<file path="config.mk">
export PLATFORM = sky130hd
export DESIGN_NAME = mem_access_unit
export DESIGN_NICKNAME = d
export VERILOG_FILES = /design/src/rtl/mau_pkg.sv /design/src/rtl/mau_lane_mux.sv /design/src/rtl/mem_access_unit.sv
export SDC_FILE = /design/constraint.sdc
export NUM_CORES = 1
export LEC_CHECK = 0
export BUFFER_PORTS_ARGS = -buffer_cell sky130_fd_sc_hd__buf_2
export CORE_UTILIZATION = 45
export DETAILED_ROUTE_END_ITERATION = 7
export HOLD_SLACK_MARGIN = 0.08
export PLACE_DENSITY = 0.76
export SLEW_MARGIN = 30
export SYNTH_ARGS = -nofsm -noshare
export SYNTH_HDL_FRONTEND = slang
export SYNTH_HIERARCHICAL = 1
export SYNTH_SLANG_ARGS = --single-unit
</file>
<file path="constraint.sdc">
create_clock -name clk -period 1.9 [get_ports clk]
set_input_delay 0.38 -clock clk [delete_from_list [all_inputs] [get_ports clk]]
set_output_delay 0.38 -clock clk [all_outputs]
set_load 0.01 [all_outputs]
</file>
<file path="src/rtl/mau_pkg.sv">
// Shared encodings for the memory access unit: operations, FSM states,
// byte-lane enables and post-increment sizes.
package mau_pkg;

  typedef enum logic [1:0] {
    OP_LDW = 2'b00,
    OP_LDB = 2'b01,
    OP_STW = 2'b10,
    OP_STB = 2'b11
  } op_e;

  typedef enum logic [1:0] {
    ST_IDLE = 2'b00,
    ST_REQ  = 2'b01,
    ST_WB   = 2'b10
  } state_e;

  localparam logic [1:0]  BE_UPPER = 2'b10;
  localparam logic [1:0]  BE_LOWER = 2'b01;
  localparam logic [1:0]  BE_WORD  = 2'b11;

  localparam logic [15:0] INC_WORD = 16'd2;
  localparam logic [15:0] INC_BYTE = 16'd1;

  // op[1] selects store, op[0] selects byte size
  function automatic logic op_is_store(input logic [1:0] op);
    return op[1];
  endfunction

  function automatic logic op_is_byte(input logic [1:0] op);
    return op[0];
  endfunction

endpackage

</file>
<file path="src/rtl/mau_lane_mux.sv">
// Big-endian byte-lane steering: byte enables, store replication and
// load byte extraction (address bit 0 = 0 is the upper lane).
module mau_lane_mux
  import mau_pkg::*;
(
  input  logic [1:0]  i_op,
  input  logic        i_addr_lsb,
  input  logic [15:0] i_s_bus,
  input  logic [15:0] i_rdata,
  output logic [1:0]  o_be,
  output logic [15:0] o_wdata,
  output logic [15:0] o_ldata
);

  logic [7:0] w_sel_byte;

  always_comb begin
    o_be       = BE_WORD;
    o_wdata    = i_s_bus;
    o_ldata    = i_rdata;
    w_sel_byte = i_addr_lsb ? i_rdata[7:0] : i_rdata[15:8];
    if (op_is_byte(i_op)) begin
      o_be    = i_addr_lsb ? BE_LOWER : BE_UPPER;
      o_wdata = {i_s_bus[7:0], i_s_bus[7:0]};
      o_ldata = {w_sel_byte, w_sel_byte};
    end
  end

endmodule

</file>
<file path="src/rtl/mem_access_unit.sv">
// Load/store stage: one 16-bit req/ack memory transaction per start, with
// register-file writeback and optional post-increment. Define MAU_TIMEOUT_EN
// to abort a request that is not acknowledged within TIMEOUT_CYC cycles.
module mem_access_unit
  import mau_pkg::*;
#(
  parameter int DATA_W      = 16,
  parameter int REG_AW      = 4,
  parameter int TIMEOUT_CYC = 255
) (
  input  logic              clk,
  input  logic              rst_n,
  input  logic              start,
  input  logic [1:0]        op,
  input  logic              post_inc,
  input  logic [DATA_W-1:0] r_bus,
  input  logic [DATA_W-1:0] s_bus,
  input  logic [REG_AW-1:0] dst_idx,
  input  logic [REG_AW-1:0] base_idx,
  output logic              busy,
  output logic              done,
  output logic              err,
  output logic              mem_req,
  output logic              mem_we,
  output logic [1:0]        mem_be,
  output logic [DATA_W-1:0] mem_addr,
  output logic [DATA_W-1:0] mem_wdata,
  input  logic [DATA_W-1:0] mem_rdata,
  input  logic              mem_ack,
  output logic [DATA_W-1:0] d_bus,
  output logic [REG_AW-1:0] d_idx,
  output logic              d_writeu,
  output logic              d_writel,
  output logic [DATA_W-1:0] a_bus,
  output logic [REG_AW-1:0] a_idx,
  output logic              a_write
);

  if (DATA_W != 16 || TIMEOUT_CYC < 1 || TIMEOUT_CYC > 255) begin : g_bad_param
    $error("mem_access_unit: unsupported DATA_W or TIMEOUT_CYC");
  end

  state_e            r_state;
  logic [1:0]        r_op;
  logic              r_addr0;
  logic              r_post;
  logic [REG_AW-1:0] r_dst;
  logic [REG_AW-1:0] r_base;
  logic              r_busy, r_done, r_err;
  logic              r_mem_req, r_mem_we;
  logic [1:0]        r_mem_be;
  logic [DATA_W-1:0] r_mem_addr, r_mem_wdata;
  logic [DATA_W-1:0] r_d_bus, r_a_bus;
  logic              r_writeu, r_writel, r_a_write;
`ifdef MAU_TIMEOUT_EN
  logic [7:0]        r_cnt;
`endif

  logic              w_idle;
  logic [1:0]        w_op_sel;
  logic              w_lsb_sel;
  logic [1:0]        w_be;
  logic [DATA_W-1:0] w_wdata;
  logic [DATA_W-1:0] w_ldata;
  logic              w_misalign;
  logic              w_is_load;

  // Steering uses live inputs at launch and the latched op during REQ.
  assign w_idle     = (r_state == ST_IDLE);
  assign w_op_sel   = w_idle ? op : r_op;
  assign w_lsb_sel  = w_idle ? r_bus[0] : r_addr0;
  assign w_misalign = !op_is_byte(op) && r_bus[0];
  assign w_is_load  = !op_is_store(r_op);

  mau_lane_mux u_lane_mux (
    .i_op       (w_op_sel),
    .i_addr_lsb (w_lsb_sel),
    .i_s_bus    (s_bus),
    .i_rdata    (mem_rdata),
    .o_be       (w_be),
    .o_wdata    (w_wdata),
    .o_ldata    (w_ldata)
  );

  always_ff @(posedge clk or negedge rst_n) begin
    if (!rst_n) begin
      r_state     <= ST_IDLE;
      r_op        <= OP_LDW;
      r_addr0     <= 1'b0;
      r_post      <= 1'b0;
      r_dst       <= '0;
      r_base      <= '0;
      r_busy      <= 1'b0;
      r_done      <= 1'b0;
      r_err       <= 1'b0;
      r_mem_req   <= 1'b0;
      r_mem_we    <= 1'b0;
      r_mem_be    <= 2'b00;
      r_mem_addr  <= '0;
      r_mem_wdata <= '0;
      r_d_bus     <= '0;
      r_a_bus     <= '0;
      r_writeu    <= 1'b0;
      r_writel    <= 1'b0;
      r_a_write   <= 1'b0;
`ifdef MAU_TIMEOUT_EN
      r_cnt       <= 8'd0;
`endif
    end else begin
      case (r_state)
        ST_IDLE: begin
          if (start) begin
            r_op    <= op;
            r_addr0 <= r_bus[0];
            r_post  <= post_inc;
            r_dst   <= dst_idx;
            r_base  <= base_idx;
            r_a_bus <= r_bus + (op_is_byte(op) ? INC_BYTE : INC_WORD);
            r_busy  <= 1'b1;
            if (w_misalign) begin
              r_state <= ST_WB;
              r_done  <= 1'b1;
              r_err   <= 1'b1;
            end else begin
              r_state     <= ST_REQ;
              r_mem_req   <= 1'b1;
              r_mem_we    <= op_is_store(op);
              r_mem_be    <= w_be;
              r_mem_addr  <= {r_bus[DATA_W-1:1], 1'b0};
              r_mem_wdata <= w_wdata;
`ifdef MAU_TIMEOUT_EN
              r_cnt       <= 8'd0;
`endif
            end
          end
        end
        ST_REQ: begin
          if (mem_ack) begin
            r_state   <= ST_WB;
            r_mem_req <= 1'b0;
            r_done    <= 1'b1;
            r_d_bus   <= w_ldata;
            r_writeu  <= w_is_load && !op_is_byte(r_op);
            r_writel  <= w_is_load;
            // a load into its own base register keeps the load data
            r_a_write <= r_post && !(w_is_load && (r_base == r_dst));
          end
`ifdef MAU_TIMEOUT_EN
          else if (r_cnt == 8'(TIMEOUT_CYC - 1)) begin
            r_state   <= ST_WB;
            r_mem_req <= 1'b0;
            r_done    <= 1'b1;
            r_err     <= 1'b1;
          end else begin
            r_cnt <= r_cnt + 8'd1;
          end
`endif
        end
        ST_WB: begin
          r_state   <= ST_IDLE;
          r_busy    <= 1'b0;
          r_done    <= 1'b0;
          r_err     <= 1'b0;
          r_writeu  <= 1'b0;
          r_writel  <= 1'b0;
          r_a_write <= 1'b0;
        end
        default: r_state <= ST_IDLE;
      endcase
    end
  end

  assign busy      = r_busy;
  assign done      = r_done;
  assign err       = r_err;
  assign mem_req   = r_mem_req;
  assign mem_we    = r_mem_we;
  assign mem_be    = r_mem_be;
  assign mem_addr  = r_mem_addr;
  assign mem_wdata = r_mem_wdata;
  assign d_bus     = r_d_bus;
  assign d_idx     = r_dst;
  assign d_writeu  = r_writeu;
  assign d_writel  = r_writel;
  assign a_bus     = r_a_bus;
  assign a_idx     = r_base;
  assign a_write   = r_a_write;

endmodule

</file>
Word level (Yosys, flattened, before mapping) --
Index checks and enable logic that the tools add are counted.
Word-level totals: latch bits 0, input bits 63, word-level logic and storage cells 79, bits in read-only memories 0, memories kept 0, register bits 87, output and inout port bits 82, RAM bits 0
Cells by class: bitwise gates (word level) 1, order comparisons 0, multiply operators 0, reduce and logical (&&, ||, !) cells 22, divide/modulo/power cells 0, equality and inequality tests 7, $add $sub $neg 1, mux-type cells 29, shifts and indexed selects 0
Operator list (count):
- 16-bit 2-to-1 mux | 2
- 16-bit by 2-bit adder with 16-bit output | 1
- 1-bit 2-to-1 mux | 12
- 2-bit 2-to-1 mux | 6
- 1-bit one-hot mux with 2 select lines | 6
- 2-bit AND reduction | 5
- 8-bit 2-to-1 mux | 1
- 4-bit AND reduction | 2
- 2-bit != test, second input constant | 3
- 3-bit AND reduction | 2
- 2-bit nonzero test | 3
- 4-bit == test | 1
- 1-bit logical AND | 4
- 1-bit zero test | 4
- 2-bit one-hot mux with 2 select lines | 1
- 1-bit one-hot mux with 3 select lines | 1
- 3-bit nonzero test | 1
- 2-bit by 1-bit == test with 1-bit output, second input constant | 1
- 2-bit == test, second input constant | 1
- 2-bit zero test | 1
- 2-bit by 1-bit != test with 1-bit output, second input constant | 1
- 1-bit NOT | 1

Depth between registers and ports, before layout --
Gate-level depths: netlist (run 1).
depth in word-level cells 6, gate-level depth with buffers 8, depth with buffers taken out 6

By module --
The synthesis (run 1) kept the hierarchy.
By module, submodules not included:
- mem_access_unit | seq. area each 2177.1 µm², times used 1, area an instance 3673.5 µm², cells an instance 302
- mau_lane_mux | seq. area each 0.0 µm², times used 1, area an instance 402.9 µm², cells an instance 36

Least setup slack after synthesis (run 1) --
OpenSTA, ideal clock, no wires.
path kind reg2reg, from register r_state[1], to register r_d_bus[0], in the netlist d_bus[0], required time 1.775 ns, stages on the path, launching flop included 9, arrival 1.885 ns, setup time 0.125 ns, path buffers 3, clock period less this slack 2.010 ns, slack -0.110 ns, path through dfrtp_1 > buf_2 > nor2_4 > mux2_2 > buf_6 > nand2b_4 > buf_6 > mux2_4 > mux2_2
Between the ends: elaborated cells on any way between the ends 7, classes of those cells eq/ne: 1; mux: 4; reduce/logical: 2
RTL lines:
- start, declared | line mem_access_unit.sv:43 | state_e r_state;
- start signal, assigned | line mem_access_unit.sv:87 | r_state <= ST_IDLE;
- start signal, assigned | line mem_access_unit.sv:121 | r_state <= ST_WB;
- start signal, assigned | line mem_access_unit.sv:125 | r_state <= ST_REQ;
- 2-bit zero test | line mem_access_unit.sv:69 | assign w_idle = (r_state == ST_IDLE);
- 1-bit 2-to-1 mux | line mem_access_unit.sv:70 | assign w_op_sel = w_idle ? op : r_op;
- net w_op_sel[0] | line mem_access_unit.sv:60 | logic [1:0] w_op_sel;
- 16-bit 2-to-1 mux | line mau_lane_mux.sv:22 | if (op_is_byte(i_op)) begin
- net w_ldata[0] | line mem_access_unit.sv:64 | logic [DATA_W-1:0] w_ldata;
- end signal, assigned | line mem_access_unit.sv:142 | r_d_bus <= w_ldata;
- end, declared | line mem_access_unit.sv:53 | logic [DATA_W-1:0] r_d_bus, r_a_bus;
The timed path passes the listed nets, and every way through them passes these cells. A chain may end at the register's enable or synchronous reset.

Final worst setup path (run 1) --
from register r_state[0], to register r_d_bus[10], in the netlist d_bus[10]
The elaborated chain is that of the path after synthesis.

==> flow_summary.toml, run 1 <==
[clocking]
clk_latency_ns = 0.35
clock_sinks = 87
cts_buffers = 9
htree_levels = 3
clkTransAtPathRegs_ns = 0.09
clock_path_buffers = 2
cts_tree = "done"
post_cts.repair.setup_buffers = 0
root_buffer = "clkbuf_8"

[critical_path]
worst_setup_path_end_kind = "register"
r2r.worst_path.cells = 5
rrSetupSlack_ns = 0.03
crit_fanout = 9
worstReg2RegStart = "r_state[0]"
worst_ep_required_time_ns = 2.15
cp_data_arrival_time_ns = 2.12
critPathLaunchType = "register"
worstSetupPathType = "register to register"
reg2reg_to = "d_bus[10]"

[sta]
worst_slack_ns = 0.03190
period_minus_slack_ns = 1.868
setup_viol_count_final = 0
rsz0062_at_grt = "true"
final-hold-violation-count = 0
max_freq_mhz = 535.3
finalClockSkew_ns = 0.009502
finalMaxSlewViolations = 0
period_share_pct = 98.32

[global_routing]
grt_pass1_vias = 2971
antenna_found_initial = 0
grt_usage_pct = 18.95
grt_overflow = 0
grt_max_degree = 36
grt_pass1_wl_mm = 14.31

[yosys]
syn_nets = 404
syn_area_per_cell_um2 = 12.06
synthCells = 337
synth_area_mm2 = 0.004065
synth_warnings = 6

[finish]
diodes = 0
regArea_mm2 = 0.002177
fillers = 710
syn2layout_area_growth_pct = 25.58
final_cell_mix = "buf_2 (142), dfrtp_1 (87), mux2_2 (65)"
multi_input_area_mm2 = 0.001733
final_cell_count_no_fill = 594
final_nets = 548
drive_gt1_share_pct = 52.26
final_common_cell = "buf_2"

[hold_path]
hold_class = "input pin to register"
holdPathEnd = "a_idx[3]"
hold_path_depth = 3
hp-start = "base_idx[3]"

[route]
routedWlPerCell_um = 14.43
vias_per_cell = 4.970
dr_total_vias = 2952
drt_iter0_markers = 72
drt_wl_total_mm = 8.574
ant_nets = 0
route.detailed.drc = 0
firstDrtPassIters = 6

[job]
maxCapViolations = 0

[die]
die_x_um = 97.05
coreArea_mm2 = 0.008721
initial_utilization_pct = 46.61
die_y_um = 97.05
ios = 145
row_count = 34
die_area_mm2 = 0.009418

[power_and_ir_drop]
p_leak_nw = 2.483
power_density_mw_per_mm2 = 1414
ir_worst_vdd_v = 0.0005564

[place]
hpwlAfterDp_mm = 6.463
portBuffers = 143
gp_congestion = 0.8182
dp.cells = 577
place_worst_setup_slack_ns = -0.001619

[run_status]
status = "completed"
==> final cells by class <==
cell class / instances / area share (%)
well taps: 108 / 2.647
clock buffers: 10 / 2.696
inverters: 3 / 0.2206
flip-flops and latches: 87 / 42.65
clock inverters: 6 / 1.324
repair buffers: 156 / 16.52
multi-input cells: 224 / 33.95
==> power breakdown <==
group	leakage (nW)	internal, mW	total, mW	switching [mW]
clock	0.0993	0.651	1.34	0.689
sequential	1.04	2.64	3.06	0.425
combinational	1.35	1.43	2.81	1.39
==> routing by layer <==
| metal | track usage [%] | up-vias | wire, µm |
|---|---|---|---|
| li1 | - | 1441 | - |
| met1 | 23.68 | 1434 | 3787 |
| met2 | 32.56 | 68 | 4303 |
| met3 | 4.697 | 9 | 378 |
| met4 | 5.281 | 0 | 105 |
| met5 | 0 | - | 0 |
==> how the worst max path moves through the flow <==
stage                     startpoint         to  slack (ns)
final                     r_state[0]  d_bus[10]        0.03
after global routing      r_state[0]  d_bus[10]       -0.01
after CTS                 r_state[0]  d_bus[10]        0.01
after detailed placement    r_bus[0]  a_bus[14]      -0.002
after global placement      r_bus[0]  a_bus[14]        0.03
after floorplan           r_state[1]   d_bus[0]      -0.007
==> worst max-delay path, stage by stage (launching register included) <==
cell	delay, ns
dfrtp_1	0.42
nor2_4	0.15
mux2_4	0.35
nand2_2	0.21
mux2_2	0.37
mux2_2	0.27
==> flip-flops by register name, indices dropped and copies added (netlist names), 2 cells and up <==
name	cells
a_bus	16
d_bus	16
mem_wdata	16
mem_addr	15
a_idx	4
d_idx	4
mem_be	2
r_op	2
r_state	2
==> timing repair <==
item	CTS	global route
hold buffers	1	0
hold endpoints to repair	33	0
resized for setup	0	1
endpoints found under the setup margin	0	10
==> per-stage QoR <==
stage / cell area, µm² / setup TNS [ns] / util (%) / hold WS [ns] / total power, mW
3_3_place_gp: 4886 / 0 / 56.03 / 0.3587 / 5.853
6_report: 5105 / 0 / 58.54 / 0.2125 / 7.217
4_1_cts: 5101 / 0 / 58.49 / 0.2028 / 7.311
5_1_grt: 5105 / -0.04303 / 58.54 / 0.2041 / 7.673
2_1_floorplan: 4079 / -0.06906 / - / 0.08441 / 4.765
3_5_place_dp: 4886 / -0.001619 / 56.03 / 0.3662 / 5.953
No activity file was read; power rests on OpenSTA's default activity.
==> run 2: changes to the inputs <==
--- a/config.mk
+++ b/config.mk
@@ -5,6 +5,7 @@
 export SDC_FILE = /design/constraint.sdc
 export NUM_CORES = 1
 export LEC_CHECK = 0
+export ABC_AREA = 1
 export BUFFER_PORTS_ARGS = -buffer_cell sky130_fd_sc_hd__buf_2
 export CORE_UTILIZATION = 45
 export DETAILED_ROUTE_END_ITERATION = 7
==> flow_summary.toml, run 2 <==
[place]
hpwlAfterDp_mm = 7.838
gp_congestion = 0.8655
dp.cells = 791
dpl_cell_area_mm2 = 0.005020
portBuffers = 143

[route]
drt_wl_total_mm = 10.46
ant_nets = 0
vias_per_cell = 4.912
drt_iter0_markers = 174
dr_total_vias = 3969
route.detailed.drc = 0
firstDrtPassIters = 5
routedWlPerCell_um = 12.95

[die]
row_count = 35
initial_utilization_pct = 46.26
ios = 145
die_x_um = 99.46
coreArea_mm2 = 0.009240
die_area_mm2 = 0.009891
die_y_um = 99.46

[sta]
final-hold-violation-count = 0
setup_viol_count_final = 0
final.setup.tns_ns = 0
finalMaxSlewViolations = 0
finalClockSkew_ns = 0.01034
period_minus_slack_ns = 1.670
rsz0062_at_grt = "false"
period_share_pct = 87.90
max_freq_mhz = 598.7

[hold_path]
hold_class = "input pin to register"

[global_routing]
grt_overflow = 0
antenna_found_initial = 0
grt_usage_pct = 22.15
grt_pass1_vias = 3752
grt_pass1_wl_mm = 17.38
grt_max_degree = 56

[power_and_ir_drop]
total_power_mw = 8.046
p_leak_nw = 2.966
power_density_mw_per_mm2 = 1539
ir_worst_vdd_v = 0.0006532

[critical_path]
worst_ep_required_time_ns = 2.14
worst_setup_path_end_kind = "register"
crit_fanout = 10
cp_data_arrival_time_ns = 1.91
rrSetupSlack_ns = 0.23
worstSetupPathType = "register to register"
critPathLaunchType = "register"

[yosys]
syn_nets = 608
syn_area_per_cell_um2 = 7.900
synth_warnings = 6
synthCells = 541
synth_area_mm2 = 0.004274

[clocking]
htree_levels = 3
cts_tree = "done"
cts_resized = 0
clock_sinks = 87
cts_buffers = 9
clkTransAtPathRegs_ns = 0.09
clk_latency_ns = 0.35
clock_path_buffers = 2
root_buffer = "clkbuf_8"

[finish]
finalInstanceArea_mm2 = 0.005229
final_common_cell = "nand2_1"
diodes = 0
final_core_util_pct = 56.59
final_cell_mix = "nand2_1 (236), buf_2 (142), dfrtp_1 (87)"
syn2layout_area_growth_pct = 22.34
fillers = 893
drive_gt1_share_pct = 27.10
final_cell_count_no_fill = 808
final_nets = 741

[job]
maxCapViolations = 0

[run_status]
status = "completed"
run 2: cell count changes in the layout (fill, tap and decap cells not counted), sizes merged, moves of 3 or more:
cell    previous run  this run
a21oi              6         2
inv                5        42
mux2              76         0
nand2             61       240
nand3              6        52
nand3b             3         0
nor2               8        19
o21ai             17        46
xnor2              9         2
xor2               7         4
run 2: layer usage:
metal | vias to the layer above | GRT usage (%) | share of wire [%]
met5 | - | 0 | 0
met2 | 184 | 36.49 | 47
met4 | 0 | 7.579 | 1.1
met1 | 1823 | 29.38 | 42
met3 | 13 | 4.357 | 9.1
li1 | 1949 | - | -
run 2: stage by stage:
step,setup slack [ns],hold slack (ns)
2_1_floorplan,0.3083,0.08441
3_3_place_gp,0.07010,0.1937
3_5_place_dp,0.02596,0.1948
4_1_cts,0.2411,0.2085
5_1_grt,0.000005329,0.2323
6_report,0.2298,0.2220
run 2: worst paths after layout:
check	endpoint	start	depth (start not counted)
worst max-delay path	d_bus[11]	r_state[1]	9
worst min-delay path	d_idx[3]	dst_idx[3]	3
worst max register to register	d_bus[11]	r_state[1]	9
worst min register to register	d_bus[3]	d_bus[3]	2
max in group asynchronous	d_bus[14]	rst_n	3
min in group asynchronous	mem_addr[12]	rst_n	2
run 2: critical path: stages (launching register included):
cell	delay, ns
dfrtp_1	0.43
nor2_2	0.16
inv_2	0.09
o21ai_0	0.22
buf_4	0.24
nand2_2	0.15
nand2_1	0.09
nand2_1	0.07
nand2_1	0.07
nand2_1	0.05
run 2: layout make-up:
type	count	area, µm²	share of cell area, %
Clock buffer	11	141.4	2.704
Sequential cell	87	2177	41.64
Timing Repair Buffer	155	835.8	15.98
Multi-Input combinational cell	379	1695	32.42
Tap cell	129	161.4	3.087
Inverter	42	160.2	3.063
Clock inverter	5	57.56	1.101
run 2: repair_timing:
item                                   CTS  global route
hold buffers                             1             0
setup buffers                            0             0
endpoints found under the hold margin   48             0
run 2: report_power, final:
group | switching (mW) | internal (mW) | leakage, nW | total, mW
sequential | 0.540 | 2.72 | 1.08 | 3.26
clock | 0.641 | 0.642 | 0.0916 | 1.28
combinational | 2.16 | 1.35 | 1.80 | 3.51
==> run 3: changes to the inputs <==
--- a/config.mk
+++ b/config.mk
@@ -9,7 +9,8 @@
 export BUFFER_PORTS_ARGS = -buffer_cell sky130_fd_sc_hd__buf_2
 export CORE_UTILIZATION = 45
 export DETAILED_ROUTE_END_ITERATION = 7
-export HOLD_SLACK_MARGIN = 0.08
+export GPL_TIMING_DRIVEN = 0
+export HOLD_SLACK_MARGIN = 0.05
 export PLACE_DENSITY = 0.76
 export SLEW_MARGIN = 30
 export SYNTH_ARGS = -nofsm -noshare
==> flow_summary.toml, run 3 (synthesized netlist as in run 2, its figures left out) <==
[critical_path]
rrSetupSlack_ns = 0.21
max_stage_delay_ns = 0.44
r2r.worst_path.cells = 9
crit_fanout = 10
cp_cell_sequence = "nor2_2, inv_2, o21ai_0, buf_6, buf_6, nand2_1, o21ai_1, nand3_1, nand2_1"
worstReg2RegStart = "r_state[1]"
cp_data_arrival_time_ns = 1.99
slowest_stage = "dfrtp_1"
worst_setup_path_end_kind = "register"
reg2reg_to = "mem_wdata[11]"
worst_ep_required_time_ns = 2.19
worstSetupPathType = "register to register"
critPathLaunchType = "register"

[run_status]
status = "completed"

[die]
die_y_um = 99.46
row_count = 35
die_x_um = 99.46
coreArea_mm2 = 0.009240
initial_utilization_pct = 46.26
ios = 145
die_area_mm2 = 0.009891

[route]
vias_per_cell = 4.894
routedWlPerCell_um = 13.37
drt_wl_total_mm = 11.09
route.detailed.drc = 0
firstDrtPassIters = 4
dr_total_vias = 4062
ant_nets = 0
drt_iter0_markers = 135

[clocking]
cts_resized = 0
clk_latency_ns = 0.35
clock_sinks = 87
htree_levels = 3
clock_path_buffers = 2
clkTransAtPathRegs_ns = 0.09
cts_buffers = 9
cts_tree = "done"
root_buffer = "clkbuf_8"

[hold_path]
holdPathEnd = "a_idx[3]"
hp-start = "base_idx[3]"
hold_class = "input pin to register"
hold_path_depth = 3

[sta]
final-hold-violation-count = 0
slew_headroom_pct = 66.36
setup_viol_count_final = 0
finalClockSkew_ns = 0.004225
period_share_pct = 89.02
worst_pin_slew_ns = 0.5046
rsz0062_at_grt = "false"
period_minus_slack_ns = 1.691
max_freq_mhz = 591.2
finalMaxSlewViolations = 0

[finish]
final_common_cell = "nand2_1"
final_nets = 763
finalInstanceArea_mm2 = 0.005398
syn2layout_area_growth_pct = 26.29
diodes = 0
drive_gt1_share_pct = 28.96
final_cell_mix = "nand2_1 (236), buf_2 (151), dfrtp_1 (87)"

[global_routing]
grt_pass1_wl_mm = 18.44
antenna_found_initial = 0
grt_max_degree = 56
grt_pass1_vias = 3928
grt_usage_pct = 23.78
grt_overflow = 0

[power_and_ir_drop]
power.switching_mw = 3.437
ir_worst_vdd_v = 0.0006840
seqPwrFrac_pct = 39.0
pwr-share-clk_pct = 16.2
power.internal_mw = 4.860
total_power_mw = 8.296
p_comb_share_pct = 44.8
p_leak_nw = 3.074
power_density_mw_per_mm2 = 1537
p_sw_share_pct = 41.42

[job]
maxCapViolations = 0

[place]
dpl_cell_area_mm2 = 0.005180
hpwlAfterDp_mm = 8.435
gp_congestion = 0.8953
portBuffers = 142
==> run 3: power groups by stage <==
stage                     registers (mW)  clock network (mW)  logic, mW
final                               3.23                1.35       3.71
after global routing                3.34                1.46       4.19
after CTS                           3.24                1.38       3.76
after detailed placement            3.26                   0       3.74
after global placement              3.23                   0       3.65
after floorplan                     3.60                   0       1.89
==> run 3: cell type report <==
type / instances / area, µm²
Fill cell: 903 / 3842
Sequential cell: 87 / 2177
Multi-Input combinational cell: 379 / 1692
Timing Repair Buffer: 144 / 754.5
Buffer: 33 / 245.2
Tap cell: 129 / 161.4
Inverter: 42 / 160.2
Clock buffer: 11 / 151.4
Clock inverter: 5 / 56.30
==> run 3: timing repair <==
item | CTS | global route
buffers inserted | 0 | 0
hold endpoints to repair | 32 | 0
hold buffers | 1 | 0
==> run 3: stage by stage <==
step / hold WS [ns] / util [%] / setup slack, ns / TNS (ns) / std cells
after floorplan: 0.08441 / - / 0.3083 / 0 / 541
after global routing: 0.2074 / 58.42 / 0.06512 / 0 / 830
final: 0.2221 / 58.42 / 0.2087 / 0 / 830
after CTS: 0.2015 / 58.42 / 0.1933 / 0 / 830
after global placement: 0.4512 / 55.69 / -0.2920 / -24.85 / 812
after detailed placement: 0.2899 / 56.06 / 0.03896 / 0 / 813
==> run 3: layer usage <==
| metal | track usage (%) | up-vias | wire (µm) |
|---|---|---|---|
| li1 | - | 1989 | - |
| met1 | 30.75 | 1903 | 4974 |
| met2 | 39.21 | 155 | 5168 |
| met3 | 6.395 | 15 | 777 |
| met4 | 7.240 | 0 | 172 |
| met5 | 0 | - | 0 |
==> run 3: worst max-delay path by stage <==
stage,endpoint,depth (start not counted),from
global placement,d_bus[11],1,rst_n
detailed placement,a_bus[10],9,op[0]
global route,mem_wdata[9],9,r_state[1]
finish,mem_wdata[11],9,r_state[1]
floorplan,a_bus[10],8,op[0]
CTS,mem_wdata[11],9,r_state[1]
==> run 3: worst max-delay path, delay by kind of cell, from the launching register on <==
family                 cells  cell delay (ns)
DFF                        1             0.44
buffers and inverters      3             0.45
AOI/OAI and AO/OA          2             0.34
and+or+nand+nor            4             0.41
